File: config.mk
export PLATFORM = sky130hd
export DESIGN_NAME = bcd_scan_display
export DESIGN_NICKNAME = d
export VERILOG_FILES = /design/src/rtl/bcd_scan_display.sv
export SDC_FILE = /design/constraint.sdc
export NUM_CORES = 1
export LEC_CHECK = 0
export ABC_AREA = 0
export ABC_CLOCK_PERIOD_IN_PS = 7200
export CAP_MARGIN = 20
export CORE_ASPECT_RATIO = 1.5
export CORE_MARGIN = 1
export CORE_UTILIZATION = 40
export CTS_BUF_LIST = sky130_fd_sc_hd__clkbuf_4 sky130_fd_sc_hd__clkbuf_8
export DETAILED_ROUTE_END_ITERATION = 16
export GPL_TIMING_DRIVEN = 0
export PLACE_DENSITY = 0.6
export REMOVE_ABC_BUFFERS = 1
export SYNTH_ARGS = -nofsm -noshare
export SYNTH_HDL_FRONTEND = slang
export SYNTH_SLANG_ARGS = --single-unit
File: constraint.sdc
create_clock -name clkin -period 7.2 [get_ports clkin]
set_clock_uncertainty 0.1 [all_clocks]
set_input_delay 1.8 -clock clkin [delete_from_list [all_inputs] [get_ports clkin]]
set_output_delay 1.8 -clock clkin [all_outputs]
set_load 0.01 [all_outputs]
File: src/rtl/bcd_scan_display.sv
// -----------------------------------------------------------------------------
// bcd_scan_display
//
// Time-multiplexed driver for a 4-digit, common-anode, 7-segment display that
// shows the result of the BCD subtraction datapath.
//
// The scan rate comes from a free-running prescaler. It is used as a clock
// enable, so no derived clock net exists. At the start of every frame the
// block takes a snapshot of {digits, sign, blank_lz}. All four digits of that
// frame are drawn from this one snapshot. After each scan step the anodes stay
// off for BLANK clocks so the previous digit's segments do not ghost onto the
// next anode.
//
// Parameters
//   DIV_BITS  prescaler width; one scan step every 2**DIV_BITS clocks
//   BLANK     all-anodes-off clocks after each step, 1 <= BLANK < 2**DIV_BITS
//
// Ports
//   clkin     in   board clock, rising edge
//   reset     in   synchronous, active-high
//   digits    in   [15:0] BCD value, [15:12] = leftmost digit (digit 3)
//   sign      in   1 = negative, digit 3 shows a minus sign
//   blank_lz  in   1 = blank leading zeros
//   seg       out  [6:0] {g,f,e,d,c,b,a}, active-low, registered
//   dp        out  decimal point, active-low, always off
//   an        out  [3:0] anode enables, active-low, registered
//   tick      out  one-cycle pulse in the last prescaler cycle of each step
// -----------------------------------------------------------------------------
module bcd_scan_display #(
    parameter int DIV_BITS = 13,
    parameter int BLANK    = 16
) (
    input  logic        clkin,
    input  logic        reset,
    input  logic [15:0] digits,
    input  logic        sign,
    input  logic        blank_lz,
    output logic [6:0]  seg,
    output logic        dp,
    output logic [3:0]  an,
    output logic        tick
);

    localparam logic [DIV_BITS-1:0] CNT_MAX = {DIV_BITS{1'b1}};
    localparam logic [DIV_BITS-1:0] CNT_ONE = DIV_BITS'(1);
    // The anode register is loaded one edge early, so the digit lights
    // exactly in the cycle where cnt == BLANK.
    localparam logic [DIV_BITS-1:0] AN_ON_AT = DIV_BITS'(BLANK - 1);

    localparam logic [6:0] SEG_BLANK = 7'b1111111;
    localparam logic [6:0] SEG_MINUS = 7'b0111111;
    localparam logic [6:0] SEG_ERR   = 7'b0000110;

    // ------------------------------------------------------------------------
    // State
    // ------------------------------------------------------------------------
    logic [DIV_BITS-1:0] cnt;
    logic [1:0]          idx;
    logic                armed;        // set by the first tick after reset
    logic [15:0]         snap_digits;
    logic                snap_sign;
    logic                snap_blz;

    // ------------------------------------------------------------------------
    // Next-digit selection
    // ------------------------------------------------------------------------
    logic [1:0]  idx_next;
    logic [15:0] src_digits;
    logic        src_sign;
    logic        src_blz;
    logic [3:0]  d3, d2, d1, d0;
    logic        lead3, lead2;         // every digit from 3 down is 0 or minus
    logic [6:0]  seg_next;
    logic [3:0]  an_on;

    // BCD to active-low segment pattern. Codes 10-15 are not valid BCD and
    // show 'E'.
    function automatic logic [6:0] bcd_to_seg(input logic [3:0] d);
        logic [6:0] p;
        case (d)
            4'd0:    p = 7'b1000000;
            4'd1:    p = 7'b1111001;
            4'd2:    p = 7'b0100100;
            4'd3:    p = 7'b0110000;
            4'd4:    p = 7'b0011001;
            4'd5:    p = 7'b0010010;
            4'd6:    p = 7'b0000010;
            4'd7:    p = 7'b1111000;
            4'd8:    p = 7'b0000000;
            4'd9:    p = 7'b0010000;
            default: p = SEG_ERR;
        endcase
        return p;
    endfunction

    assign tick     = (cnt == CNT_MAX);
    assign idx_next = idx + 2'd1;
    assign an_on    = ~(4'b0001 << idx);
    assign dp       = 1'b1;

    always_comb begin
        // NOTE: every signal written here gets a default first, so no path
        // leaves it unassigned and no latch is inferred.
        src_digits = snap_digits;
        src_sign   = snap_sign;
        src_blz    = snap_blz;
        seg_next   = SEG_BLANK;

        // The step from idx 3 to idx 0 is also the edge that takes the
        // snapshot. Digit 0 of the new frame must come from the value being
        // captured, not from the old snapshot.
        if (idx == 2'd3) begin
            src_digits = digits;
            src_sign   = sign;
            src_blz    = blank_lz;
        end

        d3 = src_digits[15:12];
        d2 = src_digits[11:8];
        d1 = src_digits[7:4];
        d0 = src_digits[3:0];

        // A minus counts as a leading zero for the digits to its right. A
        // nonzero digit (including an 'E') stops the blanking.
        lead3 = src_sign | (d3 == 4'd0);
        lead2 = lead3 & (d2 == 4'd0);

        case (idx_next)
            2'd0: seg_next = bcd_to_seg(d0);
            2'd1: seg_next = (src_blz && lead2 && d1 == 4'd0) ? SEG_BLANK
                                                              : bcd_to_seg(d1);
            2'd2: seg_next = (src_blz && lead3 && d2 == 4'd0) ? SEG_BLANK
                                                              : bcd_to_seg(d2);
            2'd3: begin
                if (src_sign)
                    seg_next = SEG_MINUS;
                else if (src_blz && d3 == 4'd0)
                    seg_next = SEG_BLANK;
                else
                    seg_next = bcd_to_seg(d3);
            end
            default: seg_next = SEG_BLANK;
        endcase
    end

    // ------------------------------------------------------------------------
    // Registers
    // ------------------------------------------------------------------------
    always_ff @(posedge clkin) begin
        // NOTE: state is updated with non-blocking assignments so every
        // register samples the values from before this edge.
        if (reset) begin
            cnt         <= '0;
            idx         <= 2'd3;
            armed       <= 1'b0;
            seg         <= SEG_BLANK;
            an          <= 4'b1111;
            snap_digits <= '0;
            snap_sign   <= 1'b0;
            snap_blz    <= 1'b0;
        end else begin
            cnt <= cnt + CNT_ONE;

            if (tick) begin
                idx   <= idx_next;
                armed <= 1'b1;
                seg   <= seg_next;
                an    <= 4'b1111;
                if (idx == 2'd3) begin
                    snap_digits <= digits;
                    snap_sign   <= sign;
                    snap_blz    <= blank_lz;
                end
            end else if (armed && cnt == AN_ON_AT) begin
                // Until the first tick after reset no digit has been selected.
                // The anodes stay dark during that time.
                an <= an_on;
            end
        end
    end

endmodule
== Word level (Yosys, flattened, before mapping) ==
Memory sizes are Yosys's and may differ from the RTL's.
Index checks and enable logic that the tools add are counted.

* Register bits after elaboration: 45
* Logic and storage cells: 43
* Memory bits (read-only): 448
* Memories kept: 4
* Output and inout port bits: 13

* Eq/ne operators: 6
* Multiplexer cells: 8
* Shift operators: 1
* Reductions and logical operators: 11
* Add/sub/neg operators: 2
* Bitwise logic cells: 3

{| class="wikitable"
|+ Memories
! name !! words !! width !! read ports !! clocked after memory_dff !! wr ports !! RTL line !! text
|-
| (no name shown) || 16 || 7 || 1 || 0 || 0 || 80 || <nowiki>case (d)</nowiki>
|-
| (no name shown) || 16 || 7 || 1 || 0 || 0 || 80 ||
|-
| (no name shown) || 16 || 7 || 1 || 0 || 0 || 80 ||
|-
| (no name shown) || 16 || 7 || 1 || 0 || 0 || 80 ||
|}

{| class="wikitable"
|+ Operators with widths
! operator !! count
|-
| 7-bit 2-to-1 mux || 4
|-
| 7-bit one-hot mux with 4 select lines || 1
|-
| 16-bit 2-to-1 mux || 1
|-
| 13-bit by 1-bit adder with 13-bit output (second input constant) || 1
|-
| 13-bit equality test (second input constant) || 1
|-
| 13-bit by 4-bit equality test with 1-bit output (second input constant) || 1
|-
| 4-bit logical NOT || 3
|-
| 2-bit equality test (second input constant) || 3
|-
| 1-bit logical AND || 6
|-
| 4-bit NOT || 1
|-
| 1-bit by 2-bit left shift with 4-bit output (first input constant) || 1
|-
| 2-bit by 1-bit adder with 2-bit output (second input constant) || 1
|-
| 2-bit by 1-bit equality test with 1-bit output (second input constant) || 1
|-
| 2-bit logical NOT || 1
|-
| 1-bit 2-to-1 mux || 2
|-
| 2-bit OR reduction || 1
|-
| 1-bit bitwise AND || 1
|-
| 1-bit bitwise OR || 1
|}

== Depth between registers and ports, before layout ==
Gate-level depths: netlist of run 1.

* Word-level depth: 9
* Depth in mapped cells: 14
* Gate-level depth less buffers: 11

== Least setup slack after synthesis of run 1 ==
OpenSTA, ideal clock, no wires.

* Path kind: input to register
* Start: input digits[13]
* End: register seg[1]
* Setup slack: 3285 ps
* Required time: 6984 ps
* Stages on the path: 9
* Setup time: 116 ps
* Arrival: 3700 ps
* Cells stage by stage: nand2_1 a21boi_0 ha_1 nor3b_1 o32ai_2 nor3_1 or3_1 a221o_1 a31o_1

* Cells in the longest elaborated chain, start to end: 8
* Elaborated cells on any way between the ends: 15

{| class="wikitable"
|+ RTL lines
! element !! RTL line !! text
|-
| from (decl) || 35 || <nowiki>input logic [15:0] digits,</nowiki>
|-
| 16-bit 2-to-1 mux (*) || 112 || <nowiki>if (idx == 2'd3) begin</nowiki>
|-
| branches (longest 6 deep; another with memory read 16 x 7 bit) || - ||
|-
| 7-bit one-hot mux with 4 select lines (*) || 128 || <nowiki>case (idx_next)</nowiki>
|-
| to (signal assigned) || 167 || <nowiki>seg <= seg_next;</nowiki>
|-
| to (decl) || 38 || <nowiki>output logic [6:0] seg,</nowiki>
|}

Every way passes the cells marked *.
A chain may end at the register's enable or synchronous reset.

== Worst setup path in the final report of run 1 ==
* Start: register cnt[0]
* End: output tick

* Cells in the longest elaborated chain, start to end: 1

{| class="wikitable"
|+ RTL lines
! element !! RTL line !! text
|-
| from (decl) || 57 || <nowiki>logic [DIV_BITS-1:0] cnt;</nowiki>
|-
| from (signal assigned) || 162 || <nowiki>cnt <= cnt + CNT_ONE;</nowiki>
|-
| 13-bit equality test || 96 || <nowiki>assign tick = (cnt == CNT_MAX);</nowiki>
|-
| to (decl) || 41 || <nowiki>output logic tick</nowiki>
|}

No other way between the ends.

==> results.md, run 1 <==
- Min-Delay Path Class: flip-flop to flip-flop
- Setup violators final: 0
- Post-synth EDFFs: 0
- Post-DP HPWL: 5.38 mm
- Grt ovf: 0
- Top Layer Used: met4
- Cells along the critical path: ha_1, and3_1, and2_1, nand4_2, inv_2, clkdlybuf4s50_1
- Final hold vios: 0
- Skew-Pair Late Insertion Delay: 0.29 ns
- Flops & latches, synth: 43
- CP startpoint kind: flip-flop
- Design Power: 0.457 mW
- Worst slew margin: 55.5%
- Syn Area/Cell: 7.96 sq um
- M1 WL: 3.07 mm
- Port bufs: 31
- Status: finished, final reports clean
- CP Data Arrival Time: 2.94 ns
- Vias after detailed routing: 2650
- Post-detailed-route count of antenna-violating nets: 0
- Post-Synthesis Cell Area: 0.00299 sq mm
- Number of H-tree levels: 2
- Initial antenna violation count: 0
- Slew @ Worst Pin: 0.666 ns
- Root Buffer: clkbuf_8
- GRT Overall Usage: 19.3%
- Initial drt markers: 145
- CP Buf/Inv Count: 2
- Fmax: 207 MHz
- Worst-case hold slack: 0.354 ns
- Crit Path Class: flip-flop to output pin
- First-pass GRT wire length: 11.9 mm
- Vias in the first global route: 2526
- Final period utilization: 67.2%
- Core area: 0.00723 sq mm
- GPL Wtd Cong: 0.854
- CTS Buf Count: 5
- Postcts setup bufs: 0
- Post-CTS resize count: 0
- Synth Flop Type: dfxtp_1
- Initial Util: 41.4%
- CP max FO: 37
- Placement row count: 38
- Top Ports: 33
- Register Area: 861 sq um
- Final Net Count: 443
- Routed wl met3: 166 um
- CP max stage cell: clkdlybuf4s50_1
- CTS Hold Bufs: 0
- Drt wl/cell: 14.3 um
- Yosys warnings: 0
- Die ar.: 0.00784 sq mm
- Clk sinks: 43
- Max-Cap Viols: 0
- Met2 routed WL: 3.71 mm
- Delay-heaviest family, CP: buffers and inverters
- R2R Setup Slk: 3.48 ns
- DR vias/cell: 5.34
- CP peak stage delay: 0.66 ns
- Area Overhead vs Synth: 15.3%
- Area of the multi-input gates: 0.00194 sq mm
- Total Neg Setup Slack: 0 ns
- Worst VDD drop: 0.0789 mV
- Layout cells sized above 1: 6.31%
- RSZ-0062 raised after global routing: false
- Pin count of the biggest net entering global routing: 38
- Cell Pwr Density: 132 mW/mm^2
- Final wirelength: 7.11 mm
- Sequential area share after synthesis: 28.8%
- TritonCTS clock tree: yes
- Die width: 72.6 um
- Critical Path RT: 5.30 ns
- Residual DRC count: 0
- Max Slew Vio Count: 0
- Filler cells: 741
- CTS max path bufs: 2
- First-pass iteration count of the detailed router: 4
- Clock-pin slew on the worst setup and hold paths: 0.08 ns
- Synth unique cells: 54
- Leak: 1.42 nW
- CP endpoint kind: output pin
- Ys async rst share: 0%
- Antenna cells: 0
- Die Ht: 108 um
- Final worst path period need: 4.84 ns
- Syn Inst Count: 376
report_power, final:
part / switching (mW) / internal [mW]
combinational: 0.0341 / 0.0273
clock: 0.0837 / 0.0716
sequential: 0.000950 / 0.239
total: 0.119 / 0.338
per-layer routing:
metal  vias up  GRT usage [%]
li1       1369              -
met1      1215           22.7
met2        54           34.4
met3        12           3.08
met4         0           7.42
met5         -              0
worst register-to-register path, stage by stage, from the launching register on:
cell,delay (ns)
dfxtp_1,0.37
ha_2,0.35
buf_12,0.24
inv_1,0.32
a21boi_0,0.28
ha_1,0.33
nor3b_1,0.18
o32ai_2,0.39
nor3_1,0.11
or3_1,0.38
a221o_1,0.37
a31o_1,0.22
stage by stage:
stage          area, sq um  instances  setup slack (ns)  utilization (%)
2_1_floorplan         2880        355              3.20                -
3_3_place_gp          3310        486              2.16             45.8
3_5_place_dp          3360        488              2.51             46.5
4_1_cts               3450        496              2.33             47.8
5_1_grt               3450        496              2.14             47.8
6_report              3450        496              2.36             47.8
Yosys cell counts, types with 3 or more instances:
master / n / area share, %
nor3_1: 5 / 0.84
buf_2: 8 / 1.3
nand3_1: 12 / 2.0
a31oi_1: 7 / 1.5
mux2_2: 4 / 1.5
inv_1: 19 / 2.4
o22ai_1: 3 / 0.63
nand4_1: 3 / 0.63
o21ai_0: 26 / 4.3
nand2_1: 38 / 4.8
a211oi_1: 12 / 3.0
nor3b_1: 4 / 1.0
xnor2_1: 4 / 1.2
nor2_1: 48 / 6.0
dfxtp_1: 43 / 29
a41oi_1: 3 / 0.88
clkbuf_1: 7 / 0.88
ha_1: 28 / 12
and3_1: 6 / 1.3
buf_4: 5 / 1.3
mux2i_1: 13 / 4.3
nor2b_1: 4 / 0.84
a21oi_1: 17 / 2.8
a221o_1: 3 / 1.0
o211ai_1: 9 / 2.3
xor2_1: 8 / 2.3
cell families (layout without fill, tap and decap cells):
| kind of cell | after synthesis | in the layout | synth area share (%) |
|---|---|---|---|
| DFF | 43 | 43 | 28.8 |
| other | 1 | 1 | 0.125 |
| muxes | 19 | 19 | 6.77 |
| adders and majority gates | 28 | 28 | 11.7 |
| xor gates and xnor gates | 12 | 12 | 3.51 |
| buffers and inverters | 41 | 61 | 6.35 |
| and+or+nand+nor | 136 | 136 | 21.4 |
| AOI/OAI and AO/OA | 96 | 96 | 21.3 |
layout by cell type, fill, tap and decap left out, types with 5 or more instances in the layout:
master,n
nor2_1,48
a21oi_1,17
inv_1,19
and3_1,6
a31oi_1,7
dfxtp_1,43
clkdlybuf4s50_1,31
o21ai_0,26
a211oi_1,12
clkbuf_8,5
nand2_1,38
nand3_1,12
xor2_1,8
nor3_1,5
o211ai_1,9
ha_1,27
mux2i_1,13
worst paths after layout:
path	from	end	cells after the start
setup / recovery	cnt[0]	tick	6
hold / removal	cnt[0]	cnt[0]	1
setup reg to reg	idx[0]	seg[1]	11
hold reg to reg	cnt[0]	cnt[0]	1
area by class of cell:
class | instances | share of cell area [%]
Multi-Input combinational cell | 292 | 56.3
Sequential cell | 43 | 24.9
Timing Repair Buffer | 33 | 10.4
Tap cell | 100 | 3.62
Clock buffer | 6 | 2.21
Inverter | 20 | 2.17
Clock inverter | 2 | 0.362
flip-flops by register name (all words and copies together) (netlist names):
| signal | flops |
|---|---|
| an | 4 |
| armed | 1 |
| cnt | 13 |
| idx | 2 |
| seg | 7 |
| snap_blz | 1 |
| snap_digits | 14 |
| snap_sign | 1 |
Note: power is estimated with default switching activity, not from simulation.
==> inputs of run 2 (changes only) <==
Settings changed: ABC_CLOCK_PERIOD_IN_PS 7200 to 4000, PLACE_DENSITY 0.6 to 0.62.
Clock period 7.2 ns to 4 ns, I/O delays scaled along.
==> results.md, run 2 (same netlist as run 1, synthesis figures left out) <==
- Status: finished, final reports clean
- Final Net Count: 442 (-0.23%)
- Residual DRC count: 0 (unchanged)
- Pin count of the biggest net entering global routing: 38 (unchanged)
- Finished Core Util: 48.3% (+0.48 points)
- Delay-heaviest family, CP: buffers and inverters
- RR Startpoint: idx[0]
- Layout cells sized above 1: 6.33% (+0.016 points)
- First-pass GRT wire length: 11.5 mm (-2.9%)
- Initial drt markers: 100 (-31%)
- Total placed cells including tap cells: 487 (-0.20%)
- Post-DP HPWL: 5.15 mm (-4.2%)
- R2R depth: 11 (unchanged)
- Placement row count: 38 (unchanged)
- Setup crit start: cnt[0]
- Clock-pin slew on the worst setup and hold paths: 0.09 ns (about the same)
- Port bufs: 31 (unchanged)
- CP Data Arrival Time: 2.71 ns (-0.23 ns)
- Initial antenna violation count: 0 (unchanged)
- Max Slew Vio Count: 0 (unchanged)
- Clk sinks: 43 (unchanged)
- Worst slew margin: 52.4% (-3.1 points)
- Leading cell type in the layout, fill and taps excluded: nor2_1
- Slew @ Worst Pin: 0.715 ns (+0.0491 ns)
- Max FFs per register: 14 (unchanged)
- Filler cells: 741 (unchanged)
- Fmax: 262 MHz
- Min-Delay Path Class: flip-flop to flip-flop
- Cell Pwr Density: 271 mW/mm^2 (+110%)
- Crit Path Class: flip-flop to output pin
- Largest Register: snap_digits
- CP Buf/Inv Count: 2 (unchanged)
- GRT Overall Usage: 18.7% (-0.55 points)
- Drt wl/cell: 14.1 um (-1.5%)
- CTS max path bufs: 2 (unchanged)
- Final wirelength: 6.99 mm (-1.7%)
- Vias after detailed routing: 2655 (+0.19%)
- RSZ-0062 raised after global routing: false
- Reg-to-Reg End: seg[1]
- Die ar.: 0.00784 sq mm (unchanged)
- Root Buffer: clkbuf_8
- Most frequent cells in the layout: nor2_1, dfxtp_1, nand2_1, clkdlybuf4s50_1, ha_1
- Core area: 0.00723 sq mm (unchanged)
- GPL Wtd Cong: 0.859 (+0.67%)
- CTS Hold Bufs: 0 (unchanged)
- CP max FO: 37 (unchanged)
- Endpoint, Worst Hold: cnt[0]
- Grt ovf: 0 (unchanged)
- Worst-case hold slack: 0.353 ns (-0.000113 ns)
- Number of H-tree levels: 2 (unchanged)
- Post-detailed-route count of antenna-violating nets: 0 (unchanged)
- CP peak stage delay: 0.61 ns (-0.05 ns)
- Hold path depth: 1 (unchanged)
- CTS Buf Count: 5 (unchanged)
- DR vias/cell: 5.36 (+0.39%)
- First-pass iteration count of the detailed router: 4 (unchanged)
- Skew-Pair Late Insertion Delay: 0.30 ns (about the same)
- Setup violators final: 0 (unchanged)
- Vias in the first global route: 2446 (-3.2%)
- CP endpoint kind: output pin
- Layout Cells excl Fill: 495 (-0.20%)
- Area Overhead vs Synth: 16.5%
- CP startpoint kind: flip-flop
- Postcts setup bufs: 0 (unchanged)
- Design Power: 0.947 mW (+110%)
- TritonCTS clock tree: yes
- Hold Crit Start: cnt[0]
- R2R Setup Slk: 0.39 ns (-3.09 ns)
- Top Ports: 33 (unchanged)
- Critical Path RT: 2.90 ns (-2.40 ns)
- Cells along the critical path: ha_1, and3_1, and2_1, nand4_2, inv_4, clkdlybuf4s50_1
- Final hold vios: 0 (unchanged)
- Fin area: 0.00349 sq mm (+1.0%)
- Placed cell area: 0.00334 sq mm (-0.74%)
- Post-CTS resize count: 1 (+1)
- Initial Util: 41.4% (unchanged)
- Die width: 72.6 um (unchanged)
- Worst VDD drop: 0.178 mV (+130%)
- Die Ht: 108 um (unchanged)
- Final period utilization: 95.3%
- Final worst path period need: 3.81 ns
- CP max stage cell: clkdlybuf4s50_1
- Antenna cells: 0 (unchanged)
- Largest regs: snap_digits: 14 flops, cnt: 13 flops, seg: 7 flops
- Leak: 1.43 nW (+0.86%)
- Max-Cap Viols: 0 (unchanged)
run 2: changes by cell type in the layout (fill, tap and decap cells not counted), sizes merged:
cell / previous run / this run
clkinv: 1 / 0
clkbuf: 6 / 5
bufinv: 0 / 2
clkdlybuf4s50: 31 / 30
run 2: worst max-delay path by stage:
stage	end	slack [ns]	depth (start not counted)
2_1_floorplan	seg[6]	0.09	10
3_3_place_gp	seg[4]	-1.04	10
3_5_place_dp	seg[1]	0.10	10
4_1_cts	tick	0.14	6
5_1_grt	tick	0.02	6
6_report	tick	0.19	6
run 2: power breakdown:
group	internal, mW	switching [mW]
registers	0.430	0.00162
clock network	0.249	0.160
logic	0.0459	0.0597
total	0.725	0.221
run 2: per-layer routing:
| metal | up-vias | global-route usage (%) | share of wire (%) | wire length [um] |
|---|---|---|---|---|
| met3 | 13 | 3.08 | 3.0 | 211 |
| li1 | 1369 | - | - | - |
| met5 | - | 0 | 0 | 0 |
| met4 | 0 | 7.28 | 2.3 | 158 |
| met1 | 1225 | 21.5 | 44 | 3070 |
| met2 | 48 | 34.0 | 51 | 3550 |
run 2: final cells by class:
class	count	area, sq um	share of cell area (%)
Sequential cell	43	861	24.7
Clock inverter	3	67.6	1.94
Multi-Input combinational cell	292	1950	56.0
Tap cell	100	125	3.59
Clock buffer	5	68.8	1.97
Inverter	20	77.6	2.22
Timing Repair Buffer	32	333	9.54
run 2: through the flow:
stage               setup slack, ns  setup TNS [ns]
finish                        0.186               0
floorplan                    0.0899               0
detailed placement            0.101               0
global placement              -1.04           -6.87
global route                 0.0165               0
CTS                           0.138               0
